`src/rtl/vend_pkg.sv`:
```
// vend_pkg: shared definitions for the vending-machine controller.
//   - 3-bit state encodings (kept as plain localparams so the encoding is
//     visible on the state output port and in legacy tooling).
//   - price_lsb(): bit offset of a product's price inside the flattened
//     price table.
package vend_pkg;

  localparam logic [2:0] ST_IDLE     = 3'd0;
  localparam logic [2:0] ST_ACCEPT   = 3'd1;
  localparam logic [2:0] ST_CHECK    = 3'd2;
  localparam logic [2:0] ST_DISPENSE = 3'd3;
  localparam logic [2:0] ST_CHANGE   = 3'd4;

  // Product idx occupies [idx*credit_w +: credit_w] of the price table.
  function automatic int price_lsb(input int idx, input int credit_w);
    return idx * credit_w;
  endfunction

endpackage

```
`src/rtl/vend_timer.sv`:
```
// vend_timer: ACCEPT-state inactivity counter.
// Ports:
//   clk    rising-edge clock
//   rst    asynchronous active-low reset
//   clr_i  synchronous clear (has priority over en_i)
//   en_i   count enable
//   tc_o   terminal count: counter equals TIMEOUT_CYCLES-1
module vend_timer #(
  parameter int TIMEOUT_CYCLES = 1024
) (
  input  logic clk,
  input  logic rst,
  input  logic clr_i,
  input  logic en_i,
  output logic tc_o
);

  localparam int              CNT_W  = $clog2(TIMEOUT_CYCLES);
  localparam logic [CNT_W-1:0] TC_VAL = CNT_W'(TIMEOUT_CYCLES - 1);

  logic [CNT_W-1:0] cnt_q;
  logic [CNT_W-1:0] cnt_d;

  assign tc_o = (cnt_q == TC_VAL);

  // Next count: clear, advance, or hold once terminal count is reached.
  always_comb begin
    cnt_d = cnt_q;
    if (clr_i) begin
      cnt_d = {CNT_W{1'b0}};
    end else if (en_i && !tc_o) begin
      cnt_d = cnt_q + {{(CNT_W-1){1'b0}}, 1'b1};
    end else begin
      cnt_d = cnt_q;
    end
  end

  // Counter register.
  always_ff @(posedge clk or negedge rst) begin
    if (!rst) begin
      cnt_q <= {CNT_W{1'b0}};
    end else begin
      cnt_q <= cnt_d;
    end
  end

endmodule

```
`src/rtl/vend_ctrl.sv`:
```
// vend_ctrl: vending-machine controller (coin credit, selection check,
// dispense handshake, change return, cancel and inactivity refund).
// Ports:
//   clk, rst                    clock, asynchronous active-low reset
//   coin_valid/coin_value       coin strobe and its value
//   sel_valid/sel_id            selection strobe and product index
//   cancel                      refund request (ACCEPT only)
//   prices                      flattened per-product price table
//   stock_empty                 per-product sold-out flags
//   dispense_ack                back-end accepts the dispense
//   state, credit               current FSM state and credit
//   dispense_req/dispense_id    dispense request and product
//   change_valid/change_amount  one-cycle change strobe and amount
//   coin_reject, sel_error, insufficient  one-cycle status pulses
// All outputs are registered.
module vend_ctrl
  import vend_pkg::*;
#(
  parameter int N_PRODUCTS     = 4,
  parameter int CREDIT_W       = 8,
  parameter int MAX_CREDIT     = 200,
  parameter int TIMEOUT_CYCLES = 1024
) (
  input  logic                           clk,
  input  logic                           rst,
  input  logic                           coin_valid,
  input  logic [CREDIT_W-1:0]            coin_value,
  input  logic                           sel_valid,
  input  logic [$clog2(N_PRODUCTS):0]    sel_id,
  input  logic                           cancel,
  input  logic [N_PRODUCTS*CREDIT_W-1:0] prices,
  input  logic [N_PRODUCTS-1:0]          stock_empty,
  input  logic                           dispense_ack,
  output logic [2:0]                     state,
  output logic [CREDIT_W-1:0]            credit,
  output logic                           dispense_req,
  output logic [$clog2(N_PRODUCTS)-1:0]  dispense_id,
  output logic                           change_valid,
  output logic [CREDIT_W-1:0]            change_amount,
  output logic                           coin_reject,
  output logic                           sel_error,
  output logic                           insufficient
);

  localparam int                  IDX_W   = $clog2(N_PRODUCTS);
  localparam int                  SEL_W   = IDX_W + 1;
  localparam logic [SEL_W-1:0]    N_SEL   = SEL_W'(N_PRODUCTS);
  localparam logic [CREDIT_W:0]   MAX_EXT = (CREDIT_W + 1)'(MAX_CREDIT);

  logic [2:0]          state_q,         state_d;
  logic [CREDIT_W-1:0] credit_q,        credit_d;
  logic [SEL_W-1:0]    sel_q,           sel_d;
  logic                dispense_req_q,  dispense_req_d;
  logic [IDX_W-1:0]    dispense_id_q,   dispense_id_d;
  logic                change_valid_q,  change_valid_d;
  logic [CREDIT_W-1:0] change_amount_q, change_amount_d;
  logic                coin_reject_q,   coin_reject_d;
  logic                sel_error_q,     sel_error_d;
  logic                insufficient_q,  insufficient_d;

  logic [CREDIT_W:0]   sum_s;
  logic                coin_fits_s;
  logic [IDX_W-1:0]    idx_s;
  logic [CREDIT_W-1:0] price_s;
  logic                sel_bad_s;
  logic                tmr_tc_s;

  // One extra bit on the sum so an over-cap coin can never wrap into range.
  assign sum_s       = {1'b0, credit_q} + {1'b0, coin_value};
  assign coin_fits_s = (sum_s <= MAX_EXT);
  assign idx_s       = sel_q[IDX_W-1:0];
  assign price_s     = prices[price_lsb(int'(idx_s), CREDIT_W) +: CREDIT_W];
  assign sel_bad_s   = (sel_q >= N_SEL) || stock_empty[idx_s];

  vend_timer #(
    .TIMEOUT_CYCLES(TIMEOUT_CYCLES)
  ) u_timer (
    .clk   (clk),
    .rst   (rst),
    .clr_i ((state_q != ST_ACCEPT) || coin_valid || sel_valid),
    .en_i  (state_q == ST_ACCEPT),
    .tc_o  (tmr_tc_s)
  );

  // FSM next state, credit datapath and registered-output next values.
  always_comb begin
    state_d        = state_q;
    credit_d       = credit_q;
    sel_d          = sel_q;
    dispense_id_d  = dispense_id_q;
    coin_reject_d  = 1'b0;
    sel_error_d    = 1'b0;
    insufficient_d = 1'b0;

    case (state_q)
      ST_IDLE: begin
        if (coin_valid) begin
          if ((coin_value == {CREDIT_W{1'b0}}) || ({1'b0, coin_value} > MAX_EXT)) begin
            coin_reject_d = 1'b1;
          end else begin
            credit_d = coin_value;
            state_d  = ST_ACCEPT;
          end
        end else begin
          state_d = ST_IDLE;
        end
      end

      ST_ACCEPT: begin
        // Coin is credited before cancel/selection act on the same cycle.
        if (coin_valid) begin
          if (coin_fits_s) begin
            credit_d = sum_s[CREDIT_W-1:0];
          end else begin
            coin_reject_d = 1'b1;
          end
        end else begin
          credit_d = credit_q;
        end
        if (cancel) begin
          state_d = ST_CHANGE;
        end else if (sel_valid) begin
          sel_d   = sel_id;
          state_d = ST_CHECK;
        end else if (tmr_tc_s) begin
          state_d = ST_CHANGE;
        end else begin
          state_d = ST_ACCEPT;
        end
      end

      ST_CHECK: begin
        coin_reject_d = coin_valid;
        if (sel_bad_s) begin
          sel_error_d = 1'b1;
          state_d     = ST_ACCEPT;
        end else if (credit_q < price_s) begin
          insufficient_d = 1'b1;
          state_d        = ST_ACCEPT;
        end else begin
          credit_d      = credit_q - price_s;
          dispense_id_d = idx_s;
          state_d       = ST_DISPENSE;
        end
      end

      ST_DISPENSE: begin
        coin_reject_d = coin_valid;
        if (dispense_ack) begin
          state_d = (credit_q != {CREDIT_W{1'b0}}) ? ST_CHANGE : ST_IDLE;
        end else begin
          state_d = ST_DISPENSE;
        end
      end

      ST_CHANGE: begin
        coin_reject_d = coin_valid;
        credit_d      = {CREDIT_W{1'b0}};
        state_d       = ST_IDLE;
      end

      default: begin
        credit_d = {CREDIT_W{1'b0}};
        state_d  = ST_IDLE;
      end
    endcase

    // Outputs tied to the state being entered, so they align with it.
    dispense_req_d  = (state_d == ST_DISPENSE);
    change_valid_d  = (state_d == ST_CHANGE);
    change_amount_d = change_valid_d ? credit_d : {CREDIT_W{1'b0}};
  end

  // State, credit and output registers.
  always_ff @(posedge clk or negedge rst) begin
    if (!rst) begin
      state_q         <= ST_IDLE;
      credit_q        <= {CREDIT_W{1'b0}};
      sel_q           <= {SEL_W{1'b0}};
      dispense_req_q  <= 1'b0;
      dispense_id_q   <= {IDX_W{1'b0}};
      change_valid_q  <= 1'b0;
      change_amount_q <= {CREDIT_W{1'b0}};
      coin_reject_q   <= 1'b0;
      sel_error_q     <= 1'b0;
      insufficient_q  <= 1'b0;
    end else begin
      state_q         <= state_d;
      credit_q        <= credit_d;
      sel_q           <= sel_d;
      dispense_req_q  <= dispense_req_d;
      dispense_id_q   <= dispense_id_d;
      change_valid_q  <= change_valid_d;
      change_amount_q <= change_amount_d;
      coin_reject_q   <= coin_reject_d;
      sel_error_q     <= sel_error_d;
      insufficient_q  <= insufficient_d;
    end
  end

  assign state         = state_q;
  assign credit        = credit_q;
  assign dispense_req  = dispense_req_q;
  assign dispense_id   = dispense_id_q;
  assign change_valid  = change_valid_q;
  assign change_amount = change_amount_q;
  assign coin_reject   = coin_reject_q;
  assign sel_error     = sel_error_q;
  assign insufficient  = insufficient_q;

endmodule

```
`config.mk`:
```
export PLATFORM = sky130hd
export DESIGN_NAME = vend_ctrl
export DESIGN_NICKNAME = d
export VERILOG_FILES = /design/src/rtl/vend_pkg.sv /design/src/rtl/vend_timer.sv /design/src/rtl/vend_ctrl.sv
export SDC_FILE = /design/constraint.sdc
export NUM_CORES = 1
export LEC_CHECK = 0
export CORE_UTILIZATION = 53
export DETAILED_ROUTE_END_ITERATION = 10
export GPL_TIMING_DRIVEN = 0
export PLACE_DENSITY_LB_ADDON = 0.15
export SETUP_SLACK_MARGIN = 0.1
export SLEW_MARGIN = 20
export SYNTH_ARGS = -nofsm -noshare
export SYNTH_HDL_FRONTEND = slang
export SYNTH_SLANG_ARGS = --single-unit
```
`constraint.sdc`:
```
create_clock -name clk -period 6.1 [get_ports clk]
set_clock_uncertainty 0.2 [all_clocks]
set_input_delay 1.22 -clock clk [delete_from_list [all_inputs] [get_ports clk]]
set_output_delay 1.22 -clock clk [all_outputs]
set_load 0.01 [all_outputs]
```
### Yosys cells after proc, flatten, opt, wreduce, memory -nomap -nowiden

Cells that the tools add are included.

| storage, ports and cells | value |
|---|---|
| bits in writable memories | 0 |
| ROM bits | 0 |
| register bits after elaboration | 39 |
| input port bits | 53 |
| memories | 0 |
| bits in latches | 0 |

| cells by class | value |
|---|---|
| shifts and indexed selects | 1 |
| equal/unequal tests | 8 |
| bitwise logic cells | 3 |
| divide/modulo/power cells | 0 |
| reductions and logical operators | 13 |
| $lt $le $gt $ge | 5 |
| multiplexer cells | 32 |
| multipliers | 0 |
| add/subtract/negate cells | 3 |

Operators by type and width:

| operator | count |
|---|---|
| two-way mux 8 bit | 7 |
| one-hot mux 8 bit (4 select lines) | 1 |
| indexed part select 32 x 6 -> 8 bit | 1 |
| two-way mux 3 bit | 7 |
| two-way mux 10 bit | 2 |
| one-hot mux 3 bit (4 select lines) | 1 |
| adder 10 x 1 -> 10 bit, second input constant | 1 |
| == test 10 bit, second input constant | 1 |
| two-way mux 1 bit | 10 |
| adder 8 x 8 -> 9 bit | 1 |
| == test 3 x 2 -> 1 bit, second input constant | 3 |
| <= comparator 9 x 8 -> 1 bit, second input constant | 1 |
| greater-than comparator 8 bit, second input constant | 1 |
| logical NOT 8 bit | 1 |
| < comparator 8 bit | 1 |
| nonzero test 8 bit | 1 |
| subtractor 8 bit | 1 |
| == test 3 bit, second input constant | 2 |
| AND reduction 3 bit | 2 |
| logical OR 1 bit | 4 |
| two-way mux 2 bit | 2 |
| == test 3 x 1 -> 1 bit, second input constant | 1 |
| >= comparator 3 bit, second input constant | 1 |
| logical NOT 3 bit | 1 |
| other kinds (9) | 11 |

### Depth between registers and ports, before layout

Gate-level depths: netlist (run 1).

| depth | value |
|---|---|
| word-level depth | 7 |
| mapped depth | 12 |

### Cells and area by module

From an unflattened synthesis (run 1), not the netlist that was laid out.

| unflattened totals | value |
|---|---|
| cell total of the unflattened synthesis | 327 |
| area, all modules | 3091.7 um^2 |

By module, submodules not included:

| module | area an instance (um^2) | cells each | times used | sequential area each (um^2) |
|---|---|---|---|---|
| vend_ctrl | 2526.2 | 271 | 1 | 725.7 |
| vend_timer | 565.5 | 56 | 1 | 250.2 |

### Worst setup path before layout (run 1)

No wires, ideal clock.

| timing | value |
|---|---|
| path type | input-to-reg |
| start | input port prices[24] |
| end | register change_amount_q[7] (netlist: change_amount[7]) |
| setup slack | 2.158 ns |
| stages on the path | 10 |
| arrival | 3.623 ns |
| buffers on the path | 0 |
| data required time | 5.781 ns |
| setup time | 0.119 ns |
| path through | mux4_2 -> ha_1 -> fa_1 -> nor2b_1 -> o31a_1 -> o22ai_1 -> o21ba_2 -> o221a_2 -> a211o_1 -> and2_1 |

RTL lines:

| element | RTL line | RTL |
|---|---|---|
| start: declaration | vend_ctrl.sv:31 | `input logic [N_PRODUCTS*CREDIT_W-1:0] prices,` |
| indexed part select 32 x 6 -> 8 bit * | vend_ctrl.sv:72 | `assign price_s = prices[price_lsb(int'(idx_s), CREDIT_W) +: CREDIT_W];` |
| subtractor 8 bit or < comparator 8 bit (tied branches) | vend_ctrl.sv:141, vend_ctrl.sv:137 |  |
| two-way mux 8 bit * | vend_ctrl.sv:137 | `end else if (credit_q < price_s) begin` |
| two-way mux 8 bit * | vend_ctrl.sv:134 | `if (sel_bad_s) begin` |
| one-hot mux 8 bit (4 select lines) * | vend_ctrl.sv:95 | `case (state_q)` |
| net credit_d[7] | vend_ctrl.sv:51 | `logic [CREDIT_W-1:0] credit_q, credit_d;` |
| two-way mux 8 bit * | vend_ctrl.sv:171 | `change_amount_d = change_valid_d ? credit_d : {CREDIT_W{1'b0}};` |
| net change_amount_d[7] | vend_ctrl.sv:56 | `logic [CREDIT_W-1:0] change_amount_q, change_amount_d;` |
| end signal: assignment | vend_ctrl.sv:183 | `change_amount_q <= {CREDIT_W{1'b0}};` |
| end signal: assignment | vend_ctrl.sv:194 | `change_amount_q <= change_amount_d;` |
| end: declaration | vend_ctrl.sv:56 |  |

The timed path passes the listed nets; every way through them passes the cells marked *.
A chain may end at the register's enable or synchronous reset.

### Final worst setup path (run 1)

| timing | value |
|---|---|
| start | input port prices[8] |
| end | register change_amount_q[7] (netlist: change_amount[7]) |

The elaborated chain is that of the path after synthesis.

==> metrics.md, run 1 <==
| Metric | Value |
|---|---|
| Endpoints failing hold | 0 |
| Buffers added on ports | 78 |
| DIE WIDTH | 77.3 um |
| Largest net degree at the start of global routing | 29 |
| Post-Synthesis Cells | 308 |
| Die height | 77.3 um |
| Drt total wl | slightly below 8000 um |
| H-tree depth | 2 |
| Die area | 5970 sq um |
| Via density | between 6 and 7 |
| Power Density | about 430 nW/um^2 |
| Synth unique cells | 70 |
| N_diodes | 0 |
| Fmax | 0.232 GHz |
| CTS tree | yes |
| Drt first pass iters | 5 |
| DRC | 0 |
| Root buffer cell | clkbuf_8 |
| Post-synth EDFFs | 0 |
| Worst-Margin Slew | 0.968 ns |
| Share of cells above drive strength 1 | 12.9% |
| Vias in the first global route | 2761 |
| Vias | 2862 |
| Post-CTS Hold Buffers | 0 |
| Routed len/inst | about 17 um |
| Relative slew slack | between 30% and 40% |
| # clock sinks | 39 |
| Detailed placement HPWL | 6220 um |
| Pre-CTS setup slack | around 1.5 ns |
| Worst Hold Class | reg2reg |
| VDD IR max | about 0.00021 V |
| First-pass GRT wire length | 12900 um |
| Hold Path Origin | dispense_id[1] |
| Reg2Reg Launch Point | sel_q[0] |
| Fill cells | roughly 420 |
| Area delta synth->final | 33.4% |
| CP endpoint kind | register |
| Max-cap violations | 0 |
| Ys flop type | dfrtp_1 |
| Clk_lat worst skew | about 0.30 ns |
| Worst Path Class, Setup | in2reg |
| First DRT Iteration DRCs | 205 |
| Synth Cell Area | 3000 sq um |
| Fin Hold WS | 0.323 ns |
| Antenna violations before repair | 0 |
| Final Cycle Share | 70.7% |
| Run status | completed |
| RSZ-0062 raised after global routing | no |
| Antenna Violating Nets Remaining | 0 |
| Setup Viol. Count Final | 0 |
| Area of the core | 5470 sq um |
| GRT Residual Overflow | 0 |
| I/O pin total | 79 |
| Fin Setup TNS | 0 ns |
| Syn nets | 380 |
| Mean area per synthesized cell | 9.75 sq um |
| Gr usage total | 27.5% |
| CTS resizes | 0 |
| Clock Pin Slew Worst Setup and Hold Paths | around 0.08 ns |
| Cell Rows | 27 |
| CP Data Required Time | 6.09 ns |
| Setup bufs post-CTS | 0 |
| CP Launch Point | prices[8] |
| Sequential share of the synthesized area | 32.5% |
| CTS Buf Count | 5 |
| Nets | 466 |
| Min cycle time layout | 4.31 ns |
| Async SR Flop Fraction | 100% |
| Max stage delay cell, worst path | mux4_2 |
| Leakage power | 1.72 nW |
| R2R setup slack | 2.08 ns |
| Initial Utilization | a little over half |
| Worst-path maximum fanout | 5 |
| Worst setup SP type | input pin |
| Setup ws final | between 1.5 and 2 ns |
| Final slew viol count | 0 |
| FF+latch count, synth | 39 |
| Crit path cell chain | clkdlybuf4s50_1 > mux4_2 > ha_1 > fa_1 > nor2b_1 > o31a_1 > o22ai_1 > o21ba_2 > o221a_2 > a211o_1 > and2_1 |
| GP Congestion | just over 0.9 |
| CTS max path bufs | 2 |
| Worst stage delay on the critical path | approximately 0.48 ns |
| YS warnings | 0 |
| Crit path DAT | 4.30 ns |
[sequential cells by signal, summed over array words and instances (netlist names)]
signal	count
sel_q	3
change_valid	1
credit	8
dispense_req	1
dispense_id	2
state	3
coin_reject	1
change_amount	8
insufficient	1
sel_error	1
u_timer.cnt_q	10
[cell families (layout without fill, tap and decap cells)]
family | after synthesis | count (layout) | synth area share (%)
adders and majority gates | 19 | 19 | 8.41
and+or+nand+nor | 116 | 116 | 21.1
DFF | 39 | 39 | 32.5
buffers and inverters | 26 | 113 | 3.58
muxes | 17 | 17 | 9.62
xor gates and xnor gates | 10 | 10 | 2.92
AOI/OAI and AO/OA | 81 | 81 | 21.9
[critical path, delay by kind of cell]
family / cells / cell delay, ns
AO/OA/AOI/OAI: 5 / 1.24
adder cells (fa/ha/maj): 2 / 0.61
multiplexers: 1 / 0.48
AND/OR/NAND/NOR: 2 / 0.35
buffers and inverters: 1 / 0.42
[cell usage in the layout, fill, tap and decap left out, drive strengths merged, types with 9 or more instances in the layout]
| cell | instances |
|---|---|
| o21ai | 14 |
| nor2 | 27 |
| nand2 | 20 |
| mux4 | 9 |
| clkdlybuf4s50 | 77 |
| dfrtp | 39 |
| ha | 17 |
| inv | 20 |
| a21oi | 17 |
| nor3 | 13 |
[report_power, final]
group | total (mW) | internal (mW) | switching [mW]
clock network | 0.227 | 0.124 | 0.103
registers | 0.389 | 0.319 | 0.0701
logic | 1.12 | 0.524 | 0.593
total | 1.73 | 0.967 | 0.765
[layer usage]
layer	vias up	part of all wire, %	GRT usage [%]
li1	1335	-	-
met1	1365	42	34.6
met2	142	49	48.1
met3	20	6.6	3.93
met4	0	2.1	9.06
met5	-	0	0
[per-stage QoR]
step	power (mW)	instance area (sq um)	util (%)	cells
2_1_floorplan	1.16	3000	-	308
3_3_place_gp	1.46	3870	70.8	458
3_5_place_dp	1.49	3890	71.1	459
4_1_cts	1.72	4010	73.2	467
5_1_grt	1.85	4010	73.2	467
6_report	1.73	4010	73.2	467
[cells in the mapped netlist (3+ instances only)]
library cell	count	area share, %
dfrtp_1	39	32
nor2_1	27	3.4
nand2_1	20	2.5
inv_1	18	2.2
a21oi_1	17	2.8
ha_1	17	7.1
nor3_1	12	2.0
o21ai_0	10	1.7
mux4_2	9	6.7
nor2b_1	8	1.7
xor2_1	8	2.3
and2_1	7	1.5
o21a_1	6	1.5
mux2_2	5	1.9
nand3_1	5	0.83
nand3b_1	5	1.2
or3_1	5	1.0
a211o_1	4	1.2
nand2b_1	4	0.83
nor4_1	4	0.83
o211ai_1	4	1.0
clkbuf_1	3	0.37
mux2i_1	3	1.0
nor3b_1	3	0.75
o2111ai_1	3	0.87
o211a_1	3	1.0
o21ai_2	3	0.87
or2_2	3	0.62
[area by class of cell]
type / count / area (sq um) / share of cell area, %
sequential: 39 / 976 / 24.4
clock inverter: 3 / 47.5 / 1.19
inverter: 19 / 71.3 / 1.78
buffer: 7 / 36.3 / 0.906
multi-input combinational: 243 / 1920 / 47.9
tap: 72 / 90.1 / 2.25
clock buffer: 5 / 68.8 / 1.72
timing repair buffer: 79 / 796 / 19.9
[worst paths after layout]
check	end	cells past startpoint
worst max-delay path	change_amount[7]	11
min in group asynchronous	change_amount[7]	1
max in group asynchronous	dispense_id[0]	2
worst min register to register	dispense_id[1]	1
worst max register to register	change_amount[7]	11
worst min-delay path	dispense_id[1]	1
(Power assumes the default switching activity.)
==> run 2, diff against run 1 <==
CORE_UTILIZATION = 45   (was 53)
clock period = 3.75 ns   (was 6.1 ns; I/O delays follow)
==> run 2 against run 1 <==
Clock-buffer cell count up 1. Non-clock buffer count rose by 9. Design area increased by 4.2%. Die area increased by 17%.
==> metrics.md, run 2 (synthesis gave the netlist of run 1 again) <==
| Metric | Value |
|---|---|
| Drt total wl | 8350 um |
| Worst-Margin Slew | 0.928 ns |
| First-pass GRT wire length | between 10000 and 15000 um |
| Fin Setup TNS | 0 ns |
| Final Cycle Share | 94.5% |
| Fin Hold WS | slightly below 0.08 ns |
| Post-Layout Cell Count | around 480 |
| Final instance area | roughly 4200 sq um |
| Worst Path Class, Setup | reg2reg |
| Die height | approximately 84 um |
| Nets | around 480 |
| VDD IR max | between 0.0004 and 0.0005 V |
| # clock sinks | 39 |
| GP Congestion | 0.898 |
| Placed Cells | 464 |
| Fmax | 0.282 GHz |
| Power, Total | 3.03 mW |
| Routed len/inst | between 15 and 20 um |
| Run status | completed |
| CTS Buf Count | 5 |
| Buffers added on ports | 78 |
| CTS tree | yes |
| Most used cell along the critical path | buf_6 |
| Antenna violations before repair | 0 |
| Net Sw Frac | 42.9% |
| Worst Hold Class | in2async |
| Placed inst area | between 3000 and 4000 sq um |
| Initial Utilization | a little under half |
| Setup Viol. Count Final | 0 |
| Cell Rows | 29 |
| Gr usage total | between 20% and 30% |
| Largest net degree at the start of global routing | 33 |
| Biggest register | u_timer.cnt_q |
| Max stage delay cell, worst path | mux4_2 |
| Vias | 2845 |
| Vias in the first global route | roughly 2800 |
| GRT Residual Overflow | 0 |
| DIE WIDTH | 83.7 um |
| Worst-path maximum fanout | 10 |
| Pre-CTS setup slack | -0.417 ns |
| Endpoints failing hold | 0 |
| Root buffer cell | clkbuf_8 |
| Via density | between 5 and 6 |
| CP endpoint kind | register |
| Worst stage delay on the critical path | 0.56 ns |
| Clk_lat worst skew | 0.31 ns |
| Combinational fraction of design power | 66.6% |
| Share of cells above drive strength 1 | roughly 18% |
| Die area | 7010 sq um |
| Power Density | slightly above 700 nW/um^2 |
| CP top delay family | compound AO/OA/AOI/OAI gates |
| Most frequent cells in the layout | 72 x clkdlybuf4s50_1, 39 x dfrtp_1, 27 x nor2_1, 19 x nand2_1, 18 x inv_1 |
| Min cycle time layout | ~3.5 ns |
| Leakage power | 1.83 nW |
| Final slew viol count | 0 |
| CP Data Required Time | 3.71 ns |
| Crit path DAT | 3.50 ns |
| Max-cap violations | 0 |
| Max FFs per register | 10 |
| CTS max path bufs | 2 |
| DRC | 0 |
| Final Core Density | between 60% and 70% |
| Area delta synth->final | 38.9% |
| RSZ-0062 raised after global routing | yes |
| R2R setup slack | 0.21 ns |
| Net Switching | 1.30 mW |
| H-tree depth | 2 |
| Post-CTS Hold Buffers | 0 |
| Sequential power share | 21.1% |
| Drt first pass iters | 4 |
| First DRT Iteration DRCs | 197 |
| Clock Pin Slew Worst Setup and Hold Paths | 0.09 ns |
| Detailed placement HPWL | 6340 um |
| Clk pwr share | 12.3% |
| Relative slew slack | 37.2% |
| Leading cell type in the layout, fill and taps excluded | clkdlybuf4s50_1 |
| N_diodes | 0 |
| WP buf/inv | 3 |
| Fill cells | 518 |
| Internal power | 1.73 mW |
| I/O pin total | 79 |
| Setup ws final | 0.207 ns |
| Worst setup SP type | register |
| Area of the core | 6390 sq um |
| Crit path cell chain | buf_4 > mux4_2 > ha_4 > fa_2 > nor2b_4 > o31a_1 > buf_6 > o211ai_1 > a211o_1 > buf_6 > nand3b_1 > a21oi_1 |
| Antenna Violating Nets Remaining | 0 |
## run 2: changes by cell type in the layout (fill, tap and decap cells not counted), moves of 2 or more
cell	before	now
a21oi_1	17	15
a21oi_2	0	2
buf_4	0	9
buf_6	1	3
clkdlybuf4s50_1	77	72
dlymetal6s2s_1	0	5
## run 2: path summary, 6_finish.rpt
path                           startpoint          endpoint  cells after the start
setup / recovery                 sel_q[0]  change_amount[4]                     12
hold / removal                        rst       coin_reject                      1
setup reg to reg                 sel_q[0]  change_amount[4]                     12
hold reg to reg            dispense_id[0]    dispense_id[0]                      1
max in group asynchronous             rst         credit[4]                      2
min in group clk           dispense_id[0]    dispense_id[0]                      1
## run 2: cell type report
class	count	area, sq um	area share [%]
Sequential cell	39	976	23.4
Buffer	7	43.8	1.05
Clock inverter	2	35.0	0.839
Multi-Input combinational cell	243	1990	47.6
Tap cell	77	96.3	2.31
Timing Repair Buffer	88	883	21.2
Inverter	19	71.3	1.71
Clock buffer	6	82.6	1.98
## run 2: routing by layer
layer	vias to the layer above	routed length (um)	GRT usage, %	share of wire, %
met5	-	0	0	0
met4	0	168	8.94	2.0
met3	13	588	4.75	7.0
met2	106	4040	39.8	48
met1	1378	3560	34.6	43
li1	1348	-	-	-
## run 2: worst register-to-register path, delay by kind of cell (launching register included)
kind | cells | cell delay [ns]
simple gates | 2 | 0.25
fa+ha+maj | 2 | 0.58
buf+inv | 3 | 0.53
flops | 1 | 0.39
mux | 1 | 0.57
compound gates | 4 | 0.87
## run 2: power groups by stage
stage	sequential, mW	clock [mW]	combinational [mW]
3_3_place_gp	0.640	0	1.75
3_5_place_dp	0.643	0	1.78
6_report	0.638	0.373	2.02
5_1_grt	0.649	0.399	2.19
4_1_cts	0.635	0.383	1.84
2_1_floorplan	0.640	0	1.24
## run 2: timing repair
| action | 4_1_cts | 5_1_grt |
|---|---|---|
| pin swaps | 3 | 11 |
| buffers inserted | 2 | 7 |
| endpoints found under the setup margin | 10 | 14 |
| gates resized for setup | 6 | 20 |
